`src/rtl/rca64_op_sequencer.sv`:
```
// Purpose : registers operand pairs onto an external 64-bit ripple-carry adder, waits for the
//           carry chain to settle, then captures sum/carry/overflow and a running accumulator.
// Latency : result captured SETTLE_CYCLES edges after accept; out_valid high the cycle after.
// Backpres: one operation in flight; in_ready low from accept until the result is taken via out_ready.
//
// Ports:
//   clk, rst                    rising-edge clock, synchronous active-high reset
//   in_valid/in_ready           operand handshake; in_a, in_b, in_cin, in_acc (acc as operand A)
//   acc_clr                     single-cycle pulse, reloads accumulator with ACC_RST
//   add_a/add_b/add_cin         registered drive into the adder
//   add_sum/add_cout            adder outputs, sampled at the capture edge
//   out_valid/out_ready         result handshake; out_sum, out_cout, out_ovf (signed overflow)
//   acc                         accumulator value
// Optional: define RCA64_SEQ_SUB_EN to add port in_sub (1 = compute A - B as A + ~B + 1).
module rca64_op_sequencer #(
  parameter int unsigned SETTLE_CYCLES = 2,
  parameter logic [63:0] ACC_RST       = 64'h0
) (
  input  logic        clk,
  input  logic        rst,
  input  logic        in_valid,
  output logic        in_ready,
  input  logic [63:0] in_a,
  input  logic [63:0] in_b,
  input  logic        in_cin,
  input  logic        in_acc,
  input  logic        acc_clr,
`ifdef RCA64_SEQ_SUB_EN
  input  logic        in_sub,
`endif
  output logic [63:0] add_a,
  output logic [63:0] add_b,
  output logic        add_cin,
  input  logic [63:0] add_sum,
  input  logic        add_cout,
  output logic        out_valid,
  input  logic        out_ready,
  output logic [63:0] out_sum,
  output logic        out_cout,
  output logic        out_ovf,
  output logic [63:0] acc
);

  typedef enum logic [1:0] {
    IDLE   = 2'd0,
    SETTLE = 2'd1,
    HOLD   = 2'd2
  } state_t;

  localparam logic [3:0] CNT_LOAD = 4'(SETTLE_CYCLES - 1);

  state_t      r_state;
  state_t      w_state_nxt;
  logic [3:0]  r_cnt;
  logic [63:0] r_add_a;
  logic [63:0] r_add_b;
  logic        r_add_cin;
  logic [63:0] r_out_sum;
  logic        r_out_cout;
  logic        r_out_ovf;
  logic [63:0] r_acc;

  logic        w_in_ready;
  logic        w_out_valid;
  logic        w_accept;
  logic        w_capture;
  logic [63:0] w_op_a;
  logic [63:0] w_op_b;
  logic        w_op_cin;

  // Operand selection at the accept edge; acc here is the pre-clear value.
  always_comb begin
    w_op_a   = in_acc ? r_acc : in_a;
`ifdef RCA64_SEQ_SUB_EN
    w_op_b   = in_sub ? ~in_b : in_b;
    w_op_cin = in_sub ? 1'b1 : in_cin;
`else
    w_op_b   = in_b;
    w_op_cin = in_cin;
`endif
  end

  assign w_accept  = in_valid && w_in_ready;
  assign w_capture = (r_state == SETTLE) && (r_cnt == 4'd0);

  // Next-state and handshake outputs.
  always_comb begin
    w_state_nxt = r_state;
    w_in_ready  = 1'b0;
    w_out_valid = 1'b0;
    case (r_state)
      IDLE: begin
        w_in_ready = 1'b1;
        if (in_valid) w_state_nxt = SETTLE;
      end
      SETTLE: begin
        if (r_cnt == 4'd0) w_state_nxt = HOLD;
      end
      HOLD: begin
        w_out_valid = 1'b1;
        if (out_ready) w_state_nxt = IDLE;
      end
      default: w_state_nxt = IDLE;
    endcase
  end

  always_ff @(posedge clk) begin
    if (rst) r_state <= IDLE;
    else     r_state <= w_state_nxt;
  end

  always_ff @(posedge clk) begin
    if (rst) begin
      r_cnt      <= 4'd0;
      r_add_a    <= 64'h0;
      r_add_b    <= 64'h0;
      r_add_cin  <= 1'b0;
      r_out_sum  <= 64'h0;
      r_out_cout <= 1'b0;
      r_out_ovf  <= 1'b0;
      r_acc      <= ACC_RST;
    end else begin
      if (w_accept) begin
        r_add_a   <= w_op_a;
        r_add_b   <= w_op_b;
        r_add_cin <= w_op_cin;
        r_cnt     <= CNT_LOAD;
      end else if (r_state == SETTLE && r_cnt != 4'd0) begin
        r_cnt <= r_cnt - 4'd1;
      end
      if (w_capture) begin
        r_out_sum  <= add_sum;
        r_out_cout <= add_cout;
        // Overflow judged against the registered operands, so it also holds for A + ~B + 1.
        r_out_ovf  <= (r_add_a[63] == r_add_b[63]) && (add_sum[63] != r_add_a[63]);
      end
      // A clear on the capture edge wins over the new result.
      if (acc_clr)        r_acc <= ACC_RST;
      else if (w_capture) r_acc <= add_sum;
    end
  end

  assign in_ready  = w_in_ready;
  assign out_valid = w_out_valid;
  assign add_a     = r_add_a;
  assign add_b     = r_add_b;
  assign add_cin   = r_add_cin;
  assign out_sum   = r_out_sum;
  assign out_cout  = r_out_cout;
  assign out_ovf   = r_out_ovf;
  assign acc       = r_acc;

endmodule

```
`config.mk`:
```
export PLATFORM = sky130hd
export DESIGN_NAME = rca64_op_sequencer
export DESIGN_NICKNAME = d
export VERILOG_FILES = /design/src/rtl/rca64_op_sequencer.sv
export SDC_FILE = /design/constraint.sdc
export NUM_CORES = 1
export LEC_CHECK = 0
export CAP_MARGIN = 20
export CORE_AREA = 2 2 178 180
export DETAILED_ROUTE_END_ITERATION = 8
export DIE_AREA = 0 0 180 182
export PLACE_DENSITY = 0.62
export SYNTH_ARGS = -nofsm -noshare
export SYNTH_HDL_FRONTEND = slang
export SYNTH_SLANG_ARGS = --single-unit
export TNS_END_PERCENT = 1
```
`constraint.sdc`:
```
create_clock -name clk -period 2.3 [get_ports clk]
set_input_delay 0.575 -clock clk [delete_from_list [all_inputs] [get_ports clk]]
set_output_delay 0.575 -clock clk [all_outputs]
set_load 0.05 [all_outputs]
```
# Word level (Yosys, flattened, before mapping)
# Cells that the tools add are included.
# classes
n_addsub	1
mul	0
n_div	0
order_cmp	0
n_eq_ne	7
shift	0
n_mux	9
bitwise	0
reduce_logical	11
# ops
cell	n
2-to-1 mux 64 bit	1
2-to-1 mux 2 bit	3
!= test 2 bit (second input constant)	3
one-hot mux 2 bit (3 select lines)	1
logical AND 1 bit	4
logical NOT 4 bit	1
2-to-1 mux 1 bit	4
nonzero test 4 bit	1
OR reduction 2 bit	2
subtractor 4 x 1 -> 4 bit (second input constant)	1
AND reduction 3 bit	1
== test 2 x 1 -> 1 bit (second input constant)	1
== test 2 bit (second input constant)	1
logical NOT 2 bit	1
nonzero test 2 bit	1
== test 1 bit	1
!= test 1 bit	1
# totals
regBits	265
latch_bits	0
ramBits	0
rom_bits	0
in_bits	200
out_inout_bits	261
elab_cells	38
memories	0

# Depth between registers and ports, before layout
# depth
word_depth	4
depth_mapped	8
ltp_nobuf	5

# Least setup slack after synthesis
# Ideal clock, no wire load.
# synth_timing
kind	register -> output
start	register r_state[1]
end	output port out_valid
t_arrival_ps	1167
t_required_ps	1725
path_slack_ps	558
path_stages_with_launch	2
n_path_buf	0
cell_sequence	dfxtp_1 -> nor2b_1
# synth_via
elab_chain_len	2
# synth_lines
item	line	text
start, declared	52	state_t r_state;
start signal, assigned	109	else r_state <= w_state_nxt;
== test 2 bit	91	case (r_state)
2-to-1 mux 1 bit	91	
end, declared	36	output logic out_valid,
# Every way passes these cells.

# Final worst setup path
# layout_timing
start	register r_out_sum[11] (netlist: out_sum[11])
end	output port out_sum[11]
# layout_lines
item	line	text
start, declared	58	logic [63:0] r_out_sum;
start signal, assigned	132	r_out_sum <= add_sum;
end, declared	38	output logic [63:0] out_sum,
# No word-level cell between the ends.

==> metrics.cfg <==
[layout]
fin_area_um2 = 15800
utilization_pct = 51.1
layout-drive-gt1-share_pct = 5.29
final_cell_mix = 265 x dfxtp_1, 235 x clkdlybuf4s50_1, 200 x a21oi_1, 137 x dlygate4sd2_1, 130 x nand2_1
area_delta_synth_final_pct = 59.8
nets = 1732
final_common_cell = dfxtp_1
multi_input_area_um2 = 4050
regArea_um2 = 5310
nFillCells = 2997

[detailed_routing]
drt_iter0_markers = 454
drc = 0
wl_mm = 36.1
wl_per_cell_um = 18.5
antenna_left = 0
firstDrtPassIters = 4
vias = 9701
via_per_inst = 4.97

[placement]
gp_congestion = 0.799
post_dp_cell_area_um2 = 14900
port_buffers = 460
dpl.hpwl_mm = 24.8

[min_path]
min_path_type = in -> reg

[sta]
worst_slew_pin_slew_ns = 0.583
setup_viol = 0
finalSetupTns_ns = 0
drv_slew = 0
fin_skew_ns = 0.00602
hold_viol = 0
grt_setup_unrepaired = no
fmax_ghz = 0.443
slew_headroom_pct = 61.1
final.min_clock_period_ns = 2.26
hold_slack_ns = 0.345
final.period_utilization_pct = 98.1

[worst_setup_path]
max_stage_delay_ns = 0.82
cp-endpoint = out_sum[11]
regToRegEndpoint = acc[47]$_SDFFE_PP0P_
path_delay_family = buffers and inverters
worst-endpoint-arrival_ns = 1.68
cp_max_fo = 2
endpoint_kind = primary output
critPathRequiredTime_ns = 1.73
crit_chain = clkdlybuf4s50_1
critical_path_class = reg -> out
r2r_slack_ns = 0.45
reg2reg_from = r_cnt[0]$_SDFFE_PP0P_
slowest_stage = clkdlybuf4s50_1
cp.buffers_inverters = 1
worst-path-stages = 1
start_kind = flip-flop
ff2ff_path_depth = 6
startpoint = out_sum[11]$_SDFFE_PP0P_

[synthesis]
yosys_warnings = 0
netlist_instances = 1123
seq_area_frac_synth_pct = 53.6
avgSynthCellArea_um2 = 8.81
synthDominantCellAreaShare_pct = 53.6
yosys.area.top_type = dfxtp_1
ys_ff_latch = 265
synth_nets = 1324
syn_area_um2 = 9900
yosys-top-cells-area = dfxtp_1 54%, a21oi_1 10%, mux2i_1 6.5%
synth_cell_type_count = 30

[flow_run]
cap_violations = 0

[floorplanning]
coreArea_um2 = 31000
start_util_pct = 31.9
die_h_um = 182
floorplan.rows = 65
dieArea_um2 = 32800
io_pins = 461
die_w_um = 180

[power_and_ir_drop]
totalPowerFinal_uw = 12700
p_leak_uw = 0.00754
max-vdd-ir-drop_mv = 0.566
power_density_nw_per_um2 = 803

[global_routing]
grt_first_pass_wirelength_mm = 54.6
antenna_found_initial = 2
grtUsageTotal_pct = 20.7
grt_overflow = 0
grt_max_degree = 105
grt_pass1_vias = 9299

[clock_network]
cts_tree = done
cts_root_buffer = clkbuf_16
holdBufCountCts = 0
clock-sinks = 265
cts_buffers = 30
clock_path_buffers = 3
cts_max_level = 1
clock_latency_ns = 0.54
path_clk_slew_ns = 0.06

[outcome]
status = finished, final reports clean

==> registers in the layout, indices dropped and copies added (netlist names) <==
register,cells
r_cnt,4
out_ovf,1
out_cout,1
add_b,64
acc,64
add_cin,1
r_state,2
add_a,64
out_sum,64
==> power breakdown <==
part,internal (µW),switching [µW]
Combinational,1070,2060
Sequential,4890,156
Clock,2670,1850
Total,8630,4070
==> layer usage <==
metal	vias up	track usage (%)	part of all wire (%)
li1	4776	-	-
met1	4493	25.1	41
met2	370	35.1	48
met3	60	6.52	7.9
met4	2	6.54	2.7
met5	-	0	0.033
==> stage by stage <==
stage	setup slack, ns	instances
2_1_floorplan	0.558	1123
3_3_place_gp	0.176	1901
3_5_place_dp	0.142	1901
4_1_cts	0.000218	1951
5_1_grt	0.000155	1952
6_report	0.0438	1952
==> synth_stat cells, drive strengths merged <==
master / count
and3b: 1
and3: 1
a21oi: 200
o41ai: 1
ha: 1
nand4b: 2
a22oi: 1
nor2: 70
a311oi: 2
nor2b: 2
dfxtp: 265
nor3b: 2
buf: 58
or3b: 2
nand3: 66
or2: 1
clkbuf: 51
a211oi: 64
o21ai: 131
nand2: 130
inv: 4
a31oi: 1
nand2b: 2
mux2i: 64
nor3: 1
==> layout make-up <==
type / instances / share of cell area, %
flip-flops and latches: 265 / 33.5
repair buffers: 485 / 31.7
multi-input cells: 745 / 25.6
clock buffers: 48 / 5.75
well taps: 402 / 3.18
inverters: 4 / 0.0949
clock inverters: 2 / 0.0791
diodes: 1 / 0.0158
==> worst min path at each step <==
stage	startpoint	endpoint	slack, ns	cells past startpoint
finish	rst	out_sum[30]$_SDFFE_PP0P_	0.35	2
global route	rst	add_a[30]$_SDFFE_PP0P_	0.35	2
CTS	rst	out_sum[39]$_SDFFE_PP0P_	0.32	2
detailed placement	add_b[30]$_SDFFE_PP0P_	add_b[30]$_SDFFE_PP0P_	0.45	2
global placement	add_b[30]$_SDFFE_PP0P_	add_b[30]$_SDFFE_PP0P_	0.44	2
floorplan	r_cnt[3]$_SDFFE_PP0P_	r_cnt[3]$_SDFFE_PP0P_	0.48	2
==> what timing repair did <==
action | 4_1_cts | 5_1_grt
endpoints found under the hold margin | 0 | 0
setup buffers | 0 | 0
gates resized for setup | 137 | 78
setup endpoints to repair | 137 | 78
==> cell families (layout without fill, tap and decap cells) <==
kind of cell             after synthesis  in the layout  synth area share [%]
AO/OA/AOI/OAI                        400            400                  22.0
adder cells (fa/ha/maj)                1              1                 0.126
buffers and inverters                113            539                  5.75
flip-flops                           265            265                  53.6
multiplexers                          64             64                  6.47
other                                  0              1                     0
AND/OR/NAND/NOR                      280            280                  12.0
Note: power is estimated with default switching activity, not from simulation.
==> edit 1: new RTL, config.mk and constraints unchanged <==
Build with the macro `RCA64_SEQ_SUB_EN` defined.
--- a/src/rtl/rca64_op_sequencer.sv
+++ b/src/rtl/rca64_op_sequencer.sv
@@ -14,2 +14,4 @@
 // Optional: define RCA64_SEQ_SUB_EN to add port in_sub (1 = compute A - B as A + ~B + 1).
+`define RCA64_SEQ_SUB_EN
+
 module rca64_op_sequencer #(
Interface: changed (added in_sub); port bits go from 461 to 462. No check against the original RTL was run, so the function may have changed too.
==> edit 1 against the original RTL <==
Non-clock buffer count rose by 11. Cell area is 4.2% higher. Sequential cell count is the same. Worst setup slack worse by 0.0040 ns. Via count grew 1.5%. Register-to-register slack worse by 0.23 ns. Area after synthesis increased by 5.2%. Routed wire length grew 3.8%. Power grew 8.4%. Sequential share of layout area is 1.4 points lower. Utilization grew 2.1 points. Largest power group unchanged.
==> edit 1: results (changes against the original RTL) <==
- **power consumed by the clock network** 5090 uW, was 4520 uW
- **largest net degree at the start of global routing** 125, was 105
- **Cell Int Power** 9349 uW, was 8625 uW
- **IR Drop Worst-Case VDD** 0.4903 mV, was 0.5663 mV
- **Iteration-0 DRC Markers** 449, was 454
- **Multi-input comb cells** 744, was 745
- **area taken by multi-input logic gates** 4521 um^2, was 4053 um^2
- **run status** finished clean, unchanged
- **Max Clock Skew** 0.01696 ns, was 0.006024 ns
- **xor-xnor portion of the synthesized cell area** 5.382%, was 0%
- **first-pass GRT wire length** 56,720 um, was 54,620 um
- **number of sequential cells in the layout** 265, unchanged
- **fraction of the mapped netlist area in compound gates** 22.47%, was 22.00%
- **count of placed standard cells in the final layout, fillers left out** 1,969, was 1,952
- **net total in the final layout** 1,744, was 1,732
- **Post-Place Cell Area** 15,440 um^2, was 14,870 um^2
- **count of vias placed by the detailed router** 9,851, was 9,701
- **cell count after placement** 1,911, was 1,901
- **Synthesized Nets** 1,331, was 1,324
- **input/output buffers** 461, was 460
- **number of global-route vias before repair** 9,429, was 9,299
- **Area contributors post-synth** sky130_fd_sc_hd__dfxtp_1 (51%), sky130_fd_sc_hd__a211oi_1 (9.3%), sky130_fd_sc_hd__a21oi_1 (6.5%), was sky130_fd_sc_hd__dfxtp_1 (54%), sky130_fd_sc_hd__a21oi_1 (10%), sky130_fd_sc_hd__mux2i_1 (6.5%)
- **final weighted congestion of routability-driven global placement** 0.8013, was 0.7992
- **share of cell area taken by muxes after synthesis** 6.151%, was 6.473%
- **number of antenna diodes** 2, was 1
- **cell leakage power** 0.007643 uW, was 0.007544 uW
- **synth-to-layout area growth** 58.28%, was 59.85%
- **sequential element share of the synthesized area** 50.94%, was 53.60%
- **remaining max-slew budget at the tightest pin** 57.53%, was 61.11%
- **mean routed wirelength per cell** 19.02 um, was 18.48 um
- **average size of a mapped cell** 9.225 um^2, was 8.813 um^2
- **power density normalized to cell area** 835.1 nW/um^2, was 802.6 nW/um^2
- **dpl ws** 0.03055 ns, was 0.1422 ns
- **clock network contribution to total cell area** 6.421%, was 5.829%
- **register share of the cell area** 32.18%, was 33.53%
- **combined global-route utilization of all metal layers** 21.59%, was 20.74%
- **post-synthesis share of cell area spent on full adders, half adders and majority gates** 0.1201%, was 0.1264%
==> edit 1: worst paths after layout <==
path,from,endpoint,slack (ns)
setup / recovery,out_sum[36],out_sum[36],0.04
hold reg to reg,out_sum[61],out_sum[61],0.47
setup reg to reg,r_cnt[0],acc[45],0.22
hold / removal,rst,r_state[0],0.36
==> edit 1: worst register-to-register path, delay by kind of cell (launching register included) <==
| kind | cells | cell delay [ns] |
|---|---|---|
| simple gates | 1 | 0.49 |
| flops | 1 | 0.34 |
| fa+ha+maj | 1 | 0.23 |
| compound gates | 2 | 0.55 |
| buf+inv | 2 | 0.34 |
==> edit 1: layer usage <==
| metal | track usage, % | vias up | part of all wire, % |
|---|---|---|---|
| met2 | 35.72 | 357 | 47 |
| met4 | 6.764 | 0 | 2.8 |
| met3 | 6.077 | 69 | 7.7 |
| met5 | 0 | - | 0 |
| li1 | - | 4872 | - |
| met1 | 27.24 | 4553 | 43 |
==> edit 2: new RTL, same flow settings <==
Without the edit above. Re-encode `state_t` (3 states) as one-hot, 3 bits wide.
--- a/src/rtl/rca64_op_sequencer.sv
+++ b/src/rtl/rca64_op_sequencer.sv
@@ -43,6 +43,6 @@
 
-  typedef enum logic [1:0] {
-    IDLE   = 2'd0,
-    SETTLE = 2'd1,
-    HOLD   = 2'd2
+  typedef enum logic [2:0] {
+    IDLE   = 3'b001,
+    SETTLE = 3'b010,
+    HOLD   = 3'b100
   } state_t;
Formal check against the unedited RTL: same outputs for any inputs over 4 cycles, from zero or initial values and one cycle with rst high; so few cycles prove little.
==> edit 2 against the original RTL <==
Cell area grew 1.0%. Routed wire length rose by 2.3%. Combinational power shrank 27%. Clock skew up 0.013 ns. Worst setup slack lost 0.018 ns. Critical path type unchanged. Area after synthesis down 0.82%. Power shrank 3.6%. Fmax shrank 0.80%. Die area did not move. Sequential power shrank 2%. Clock power grew 11%. Register-to-register slack better by 0.02 ns. Sequential cell count is 1 higher.
==> edit 2: results (changes against the original RTL) <==
- **sequential element share of the synthesized area** 54.25%, was 53.60%
- **count of placed standard cells in the final layout, fillers left out** 1,960, was 1,952
- **power in combinational cells** 2280 uW, was 3130 uW
- **final weighted congestion of routability-driven global placement** 0.7966, was 0.7992
- **largest net degree at the start of global routing** 132, was 105
- **most frequent cells after synthesis** sky130_fd_sc_hd__dfxtp_1 (266), sky130_fd_sc_hd__a21oi_1 (200), sky130_fd_sc_hd__o21ai_0 (131), was sky130_fd_sc_hd__dfxtp_1 (265), sky130_fd_sc_hd__a21oi_1 (200), sky130_fd_sc_hd__nand2_1 (130)
- **layout cell share with drive strength beyond 1** 5.969%, was 5.294%
- **count of vias placed by the detailed router** 9,855, was 9,701
- **post-synth cell types** 28, was 30
- **cell leakage power** 0.007590 uW, was 0.007544 uW
- **IR Drop Worst-Case VDD** 0.5862 mV, was 0.5663 mV
- **Max Clock Skew** 0.01880 ns, was 0.006024 ns
- **root buffer cell** sky130_fd_sc_hd__clkbuf_16, unchanged
- **combinational fraction of design power** 18.6%, was 24.7%
- **post-synthesis cell count** 1,127, was 1,123
- **remaining max-slew budget at the tightest pin** 51.41%, was 61.11%
- **number of search-and-repair iterations in the first detailed-routing pass** 5, was 4
- **dpl ws** 0.1366 ns, was 0.1422 ns
- **number of antenna violations at the first check in global routing** 1, was 2
- **run status** finished clean, unchanged
- **input/output buffers** 460, unchanged
- **Post-Place Cell Area** 14,910 um^2, was 14,870 um^2
- **sequential share of power** 40.3%, was 39.8%
- **first-pass GRT wire length** 55,930 um, was 54,620 um
- **cell count after placement** 1,906, was 1,901
- **Iteration-0 DRC Markers** 592, was 454
- **Synthesized Nets** 1,328, was 1,324
- **clock network latency to the later pin of the worst-skew pair** 0.56 ns, was 0.54 ns
- **Area contributors post-synth** sky130_fd_sc_hd__dfxtp_1 (54%), sky130_fd_sc_hd__a21oi_1 (10%), sky130_fd_sc_hd__o21ai_0 (6.7%), was sky130_fd_sc_hd__dfxtp_1 (54%), sky130_fd_sc_hd__a21oi_1 (10%), sky130_fd_sc_hd__mux2i_1 (6.5%)
- **number of global-route vias before repair** 9,643, was 9,299
- **Cell Int Power** 8743 uW, was 8625 uW
- **Worst-path clk slew** 0.06 ns, about the same
- **number of antenna diodes** 0, was 1
- **combined global-route utilization of all metal layers** 21.17%, was 20.74%
- **Worst Path Arrival** 1.70 ns, was 1.68 ns
- **net total in the final layout** 1,737, was 1,732
- **Post-DP HPWL** 25,010 um, was 24,790 um
- **largest delay contributor family on the critical path** buffers and inverters, unchanged
- **slowest CP cell** sky130_fd_sc_hd__clkdlybuf4s50_1, unchanged
- **CTS Buffer Depth** 3, unchanged
- **Total Wirelength** 36,900 um, was 36,080 um
edit 2: changes by cell type after synthesis, sizes merged, moves of 2 or more:
cell / before / now
nand4b: 2 / 0
nor3b: 2 / 4
nand2b: 2 / 0
nor2b: 2 / 0
a211oi: 64 / 67
buf: 58 / 13
nor2: 70 / 67
clkbuf: 51 / 97
edit 2: kinds of logic (layout without fill, tap and decap cells):
group	Yosys count	count (layout)	share of synthesized area (%)
adders and majority gates	1	1	0.1274
buffers and inverters	114	545	4.500
DFF	266	266	54.25
AOI/OAI and AO/OA	400	400	22.18
and+or+nand+nor	281	281	12.31
muxes	65	65	6.628
edit 2: worst paths after layout:
check             from  slack [ns]          end  depth (start not counted)
min reg2reg  add_b[47]        0.45    add_b[47]                          2
min                rst        0.25   r_state[2]                          2
max reg2reg   r_cnt[0]        0.47  out_sum[53]                          6
max          add_a[35]        0.03    add_a[35]                          1
edit 2: layout make-up:
class / count / area, um^2
fill: 2906 / 15000
sequential: 266 / 5325
timing repair buffer: 487 / 4991
multi-input combinational: 747 / 4089
clock buffer: 47 / 965.9
tap: 402 / 503.0
clock inverter: 7 / 92.59
inverter: 4 / 15.01
edit 2: repair_timing:
| action | CTS | global route |
|---|---|---|
| gates resized for setup | 142 | 76 |
| endpoints found under the setup margin | 142 | 76 |
| buffers inserted | 0 | 0 |
| gates cloned | 0 | 0 |
edit 2: routing by layer:
metal	share of wire (%)	GRT usage (%)	wire length, um	up-vias
met1	40	25.15	14780	4654
li1	-	-	-	4785
met2	50	37.23	18370	355
met4	2.6	6.114	976	0
met3	7.5	5.917	2776	61
met5	0	0	0	-
